**src/rtl/img_pxl_raster_tagger.sv**
```systemverilog
// Raster pixel tagger: tags source beats with X/Y coordinates, checks SOF/EOL markers
// and feeds the resizer through a 2-entry skid buffer.
module img_pxl_raster_tagger #(
    parameter int unsigned PXL_PRIM_COLOR_W   = 8,
    parameter int unsigned PXL_PRIM_COLOR_NUM = 3,
    parameter int unsigned IMG_WIDTH_IDX_W    = 11,
    parameter int unsigned IMG_HEIGHT_IDX_W   = 11
) (
    input  logic                                          Clk,
    input  logic                                          Reset,
    input  logic [IMG_WIDTH_IDX_W-1:0]                    CfgWidth,
    input  logic [IMG_HEIGHT_IDX_W-1:0]                   CfgHeight,
    input  logic [PXL_PRIM_COLOR_NUM*PXL_PRIM_COLOR_W-1:0] SrcData,
    input  logic                                          SrcSof,
    input  logic                                          SrcEol,
    input  logic                                          SrcVld,
    output logic                                          SrcRdy,
    output logic [PXL_PRIM_COLOR_W-1:0]                   PxlData [PXL_PRIM_COLOR_NUM],
    output logic [IMG_WIDTH_IDX_W-1:0]                    PxlX,
    output logic [IMG_HEIGHT_IDX_W-1:0]                   PxlY,
    output logic [IMG_WIDTH_IDX_W-1:0]                    ImgWidth,
    output logic [IMG_HEIGHT_IDX_W-1:0]                   ImgHeight,
    output logic                                          PxlVld,
    input  logic                                          PxlRdy,
    output logic                                          FrmDone,
    output logic                                          ErrSof,
    output logic                                          ErrEol,
    output logic                                          ErrCfg
);

    localparam int unsigned DW = PXL_PRIM_COLOR_NUM * PXL_PRIM_COLOR_W;

    typedef enum logic {IDLE, ACTIVE} state_t;

    typedef struct packed {
        logic                        last;
        logic [IMG_HEIGHT_IDX_W-1:0] h;
        logic [IMG_WIDTH_IDX_W-1:0]  w;
        logic [IMG_HEIGHT_IDX_W-1:0] y;
        logic [IMG_WIDTH_IDX_W-1:0]  x;
        logic [DW-1:0]               data;
    } entry_t;

    state_t                      state_q, state_d;
    logic [IMG_WIDTH_IDX_W-1:0]  xcnt_q, xcnt_d, w_q, w_d, cur_x, cur_w;
    logic [IMG_HEIGHT_IDX_W-1:0] ycnt_q, ycnt_d, h_q, h_d, cur_y, cur_h;
    entry_t                      e0_q, e0_d, e1_q, e1_d, new_e;
    logic [1:0]                  cnt_q, cnt_d;
    logic                        rdy_q, rdy_d;
    logic                        frm_done_q, err_sof_q, err_sof_d, err_eol_q, err_eol_d, err_cfg_q, err_cfg_d;
    logic                        src_acc, deq, enq, tag, x_last, y_last;

    assign SrcRdy  = rdy_q & ~Reset;
    assign src_acc = SrcVld & SrcRdy;
    assign PxlVld  = (cnt_q != 2'd0);
    assign deq     = PxlVld & PxlRdy;

    // An SOF beat always starts a fresh frame from the live config, whatever the state.
    assign cur_x  = SrcSof ? '0 : xcnt_q;
    assign cur_y  = SrcSof ? '0 : ycnt_q;
    assign cur_w  = SrcSof ? CfgWidth : w_q;
    assign cur_h  = SrcSof ? CfgHeight : h_q;
    assign x_last = (cur_x == cur_w - IMG_WIDTH_IDX_W'(1));
    assign y_last = (cur_y == cur_h - IMG_HEIGHT_IDX_W'(1));

    always_comb begin
        state_d   = state_q;
        xcnt_d    = xcnt_q;
        ycnt_d    = ycnt_q;
        w_d       = w_q;
        h_d       = h_q;
        err_sof_d = 1'b0;
        err_eol_d = 1'b0;
        err_cfg_d = 1'b0;
        tag       = 1'b0;
        enq       = 1'b0;
        new_e     = '0;
        if (src_acc) begin
            if (SrcSof) begin
                err_sof_d = (state_q == ACTIVE);
                if (CfgWidth == '0 || CfgHeight == '0) begin
                    err_cfg_d = 1'b1;
                    state_d   = IDLE;
                end else begin
                    tag = 1'b1;
                end
            end else if (state_q == IDLE) begin
                err_sof_d = 1'b1;
            end else begin
                tag = 1'b1;
            end
        end
        if (tag) begin
            enq        = 1'b1;
            err_eol_d  = (SrcEol != x_last);
            w_d        = cur_w;
            h_d        = cur_h;
            new_e      = '{last: x_last & y_last, h: cur_h, w: cur_w, y: cur_y, x: cur_x, data: SrcData};
            if (x_last & y_last) begin
                xcnt_d  = '0;
                ycnt_d  = '0;
                state_d = IDLE;
            end else begin
                xcnt_d  = x_last ? '0 : cur_x + IMG_WIDTH_IDX_W'(1);
                ycnt_d  = x_last ? cur_y + IMG_HEIGHT_IDX_W'(1) : cur_y;
                state_d = ACTIVE;
            end
        end
    end

    // Skid buffer: e0 is always the head presented on the output.
    always_comb begin
        e0_d  = e0_q;
        e1_d  = e1_q;
        cnt_d = cnt_q;
        unique case ({enq, deq})
            2'b10: begin
                if (cnt_q == 2'd0) e0_d = new_e;
                else               e1_d = new_e;
                cnt_d = cnt_q + 2'd1;
            end
            2'b01: begin
                e0_d  = e1_q;
                cnt_d = cnt_q - 2'd1;
            end
            2'b11: begin
                if (cnt_q == 2'd1) begin
                    e0_d = new_e;
                end else begin
                    e0_d = e1_q;
                    e1_d = new_e;
                end
            end
            default: ;
        endcase
        rdy_d = (cnt_d != 2'd2);
    end

    always_ff @(posedge Clk) begin
        if (Reset) begin
            state_q    <= IDLE;
            xcnt_q     <= '0;
            ycnt_q     <= '0;
            w_q        <= '0;
            h_q        <= '0;
            e0_q       <= '0;
            e1_q       <= '0;
            cnt_q      <= '0;
            rdy_q      <= 1'b1;
            frm_done_q <= 1'b0;
            err_sof_q  <= 1'b0;
            err_eol_q  <= 1'b0;
            err_cfg_q  <= 1'b0;
        end else begin
            state_q    <= state_d;
            xcnt_q     <= xcnt_d;
            ycnt_q     <= ycnt_d;
            w_q        <= w_d;
            h_q        <= h_d;
            e0_q       <= e0_d;
            e1_q       <= e1_d;
            cnt_q      <= cnt_d;
            rdy_q      <= rdy_d;
            frm_done_q <= deq & e0_q.last;
            err_sof_q  <= err_sof_d;
            err_eol_q  <= err_eol_d;
            err_cfg_q  <= err_cfg_d;
        end
    end

    always_comb begin
        for (int unsigned i = 0; i < PXL_PRIM_COLOR_NUM; i++) begin
            PxlData[i] = e0_q.data[i*PXL_PRIM_COLOR_W +: PXL_PRIM_COLOR_W];
        end
    end

    assign PxlX      = e0_q.x;
    assign PxlY      = e0_q.y;
    assign ImgWidth  = e0_q.w;
    assign ImgHeight = e0_q.h;
    assign FrmDone   = frm_done_q;
    assign ErrSof    = err_sof_q;
    assign ErrEol    = err_eol_q;
    assign ErrCfg    = err_cfg_q;

endmodule

```
**config.mk**
```make
export PLATFORM = sky130hd
export DESIGN_NAME = img_pxl_raster_tagger
export DESIGN_NICKNAME = d
export VERILOG_FILES = /design/src/rtl/img_pxl_raster_tagger.sv
export SDC_FILE = /design/constraint.sdc
export NUM_CORES = 1
export LEC_CHECK = 0
export CAP_MARGIN = 20
export CORE_MARGIN = 8
export CORE_UTILIZATION = 55
export CTS_CLUSTER_DIAMETER = 30
export DETAILED_ROUTE_END_ITERATION = 8
export GPL_TIMING_DRIVEN = 0
export PLACE_DENSITY = 0.8
export SLEW_MARGIN = 0
export SYNTH_ARGS = -nofsm -noshare
export SYNTH_HDL_FRONTEND = slang
export SYNTH_SLANG_ARGS = --single-unit
```
**constraint.sdc**
```tcl
create_clock -name Clk -period 6.6 [get_ports Clk]
set_clock_uncertainty 0.15 [all_clocks]
set_input_delay 1.98 -clock Clk [delete_from_list [all_inputs] [get_ports Clk]]
set_output_delay 1.98 -clock Clk [all_outputs]
set_load 0.01 [all_outputs]
```
==> results.cfg <==
[yosys]
synthesis.nets = 1259
synth_top_area_cell = dfxtp_1
yosys_warnings = 0
syn_avg_cell_area_um2 = 8.11
synth_enable_flop_cells = 0
synth_area_leaders = dfxtp_1 39%, nor2_1 5.5%, buf_4 5.5%, a221oi_1 4.5%, nor3_1 4.3%
synth_top_area_share_pct = 39.2
ys.flop_type = dfxtp_1
synthesis.area_um2 = 9710
ys_seq_elements = 190
synthArstFlopShare_pct = 0
ys_seq_area_share_pct = 39.2
synth_cell_types = 79
synth_cells = 1198

[worst_setup_path]
slowest_stage = or4b_1
crit_family = simple AND/OR/NAND/NOR gates
cp.buffers_inverters = 5
critical_path_class = in2reg
endpoint_kind = flip-flop
critPathMaxFanout = 11
critPathArrivalTime_ps = 6720
path_cells = clkdlybuf4s50_1 > or4b_1 > or3_1 > o21a_1 > nand2_1 > clkinvlp_4 > clkbuf_2 > buf_2 > ha_1 > nand2b_1 > o21ai_0 > nor2_1 > clkbuf_1 > a221oi_1 > nor3_1
cp_slowest_stage_delay_ps = 580
start_kind = primary input
required_ps = 6810

[placement]
gp_congestion = 0.970
placed_area_um2 = 11200
hpwl_um = 23800
dp.cells = 1547
io_buffers = 124
place_ws_ps = -1670

[power_and_ir_drop]
p_sw_share_pct = 30.7
finalPower_mw = 3.01
power.density_nw_per_um2 = 253
combPwrFrac_pct = 24.4
p_int_mw = 2.09
ir_worst_vdd_uv = 196
leakage_nw = 4.30
switchingPower_mw = 0.924
seqPwrFrac_pct = 41.9
clkPwrFrac_pct = 33.7

[grt]
grt_pass1_wl_um = 50400
grt_pass1_vias = 9279
grt.total_usage_pct = 28.6
grt_antenna_before_repair = 1
grt_start_max_net_pins = 18
gr-total-overflow = 0

[timing]
tightest_slew_ps = 871
period_needed_ps = 6520
rsz0062_at_grt = yes
finalCritPeriodShare_pct = 98.7
postLayoutSetupSlackWorst_ps = 84.0
slew_violations = 0
slew_headroom_pct = 41.9
setup_viol = 0
fmax_mhz = 153
hold_viol_final = 0

[cts]
cts.htree.levels = 4
ctsRootBufferMaster = clkbuf_16
cts_tree = built
cts_max_path_buffers = 2
cts.sinks = 190
cts_buffers = 17
insertion_delay_ps = 440
path_clk_slew_ps = 80

[detailed_routing]
first_pass_iters = 5
wl_met1_um = 13200
dr_wl_met3_um = 3400
wl_met2_um = 14600
routedWlPerCell_um = 20.4
vias = 9801
route.detailed.drc = 0
drt_iter0_markers = 1144
top_layer = met4
viasPerCell = 6.20
wirelength_um = 32300
drt.antenna.violating_nets = 0

[run]
max-cap-violations = 0

[finish]
fin_cells = 1580
final_common_cell = dfxtp_1
layout-drive-gt1-share_pct = 11.3
design_area_um2 = 11900
syn_to_final_growth_pct = 22.5
utilization_pct = 68.8
layout_common_cells = 190 x dfxtp_1, 143 x nor2_1, 123 x clkdlybuf4s50_1, 104 x nand2_1
nNetsFinal = 1403

[floorplanning]
die_h_um = 149
die_width_um = 149
initial_core_util_pct = 56.2
core.rowCount = 48
dieArea_um2 = 22200
coreArea_um2 = 17300
io_pins = 126

[outcome]
status = complete, no violations

[hold_path]
hold_class = reg2reg
cells by family after synthesis:
group / share of synthesized area [%]
AOI/OAI and AO/OA: 19.0
buffers and inverters: 9.92
xor gates and xnor gates: 2.76
muxes: 3.68
DFF: 39.2
and+or+nand+nor: 24.3
adders and majority gates: 1.16
sequential cells by signal, summed over array words and instances (netlist names):
name and flops:
PxlX 11, cnt_q 2, ErrCfg 1, ErrEol 1, FrmDone 1, ImgHeight 11, ErrSof 1, e0_q 1
h_q 11, rdy_q 1, xcnt_q 11, w_q 11, ycnt_q 11, PxlY 11, ImgWidth 11, state_q 1
PxlData 24, e1_q 69
area by class of cell:
cell class | count | area [um^2]
plain buffers | 165 | 956
clock inverters | 12 | 131
inverters | 9 | 37.5
fillers | 1459 | 5400
multi-input cells | 834 | 5000
clock buffers | 19 | 433
diodes | 1 | 2.50
flip-flops and latches | 190 | 3800
well taps | 225 | 282
repair buffers | 125 | 1250
per-stage QoR:
| step | setup TNS [ps] | hold WS, ps |
|---|---|---|
| floorplan | 0 | 282 |
| global placement | -104700 | 288 |
| detailed placement | -107440 | 295 |
| CTS | 0 | 304 |
| global route | -21.6 | 319 |
| finish | 0 | 303 |
worst paths after layout:
kind	slack (ps)	startpoint	to	cells past startpoint
hold reg to reg	300	e1_q[38]	e1_q[38]	2
setup reg to reg	2540	rdy_q	ImgWidth[4]	14
setup / recovery	80	CfgWidth[4]	PxlData[8]	15
hold / removal	300	e1_q[38]	e1_q[38]	2
synth_stat cells (13+ instances only):
cell type and number:
dfxtp_1 190, nor2_1 143, nand2_1 105, nor3_1 83
a21oi_1 82, clkbuf_1 75, buf_4 71, nand3_1 66
a221oi_1 50, o21ai_0 39, mux2i_1 26, a211oi_1 25
o211ai_1 23, xnor2_1 17, buf_1 13, nor2b_1 13
tightest hold or removal path, delay by kind of cell (launching register included):
family | cells | cell delay (ps)
flip-flops | 1 | 310
AND/OR/NAND/NOR | 1 | 50
AO/OA/AOI/OAI | 1 | 50
power by group through the flow:
stage / logic, mW / registers (mW) / clock network [mW]
after CTS: 0.725 / 1.26 / 1.01
final: 0.737 / 1.26 / 1.01
after detailed placement: 0.714 / 1.29 / 0
after floorplan: 0.436 / 1.28 / 0
after global placement: 0.707 / 1.29 / 0
after global routing: 0.790 / 1.27 / 1.06
repair_timing:
action / in CTS / in global routing
hold buffers: 0 / 0
buffers inserted: 1 / 0
gates resized for setup: 18 / 17
endpoints found under the setup margin: 144 / 145
layer usage:
layer	up-vias	global-route usage, %
met4	0	11.5
met5	-	0
met3	80	7.62
met1	4599	36.7
li1	4536	-
met2	586	45.0
Note: power is estimated with default switching activity, not from simulation.
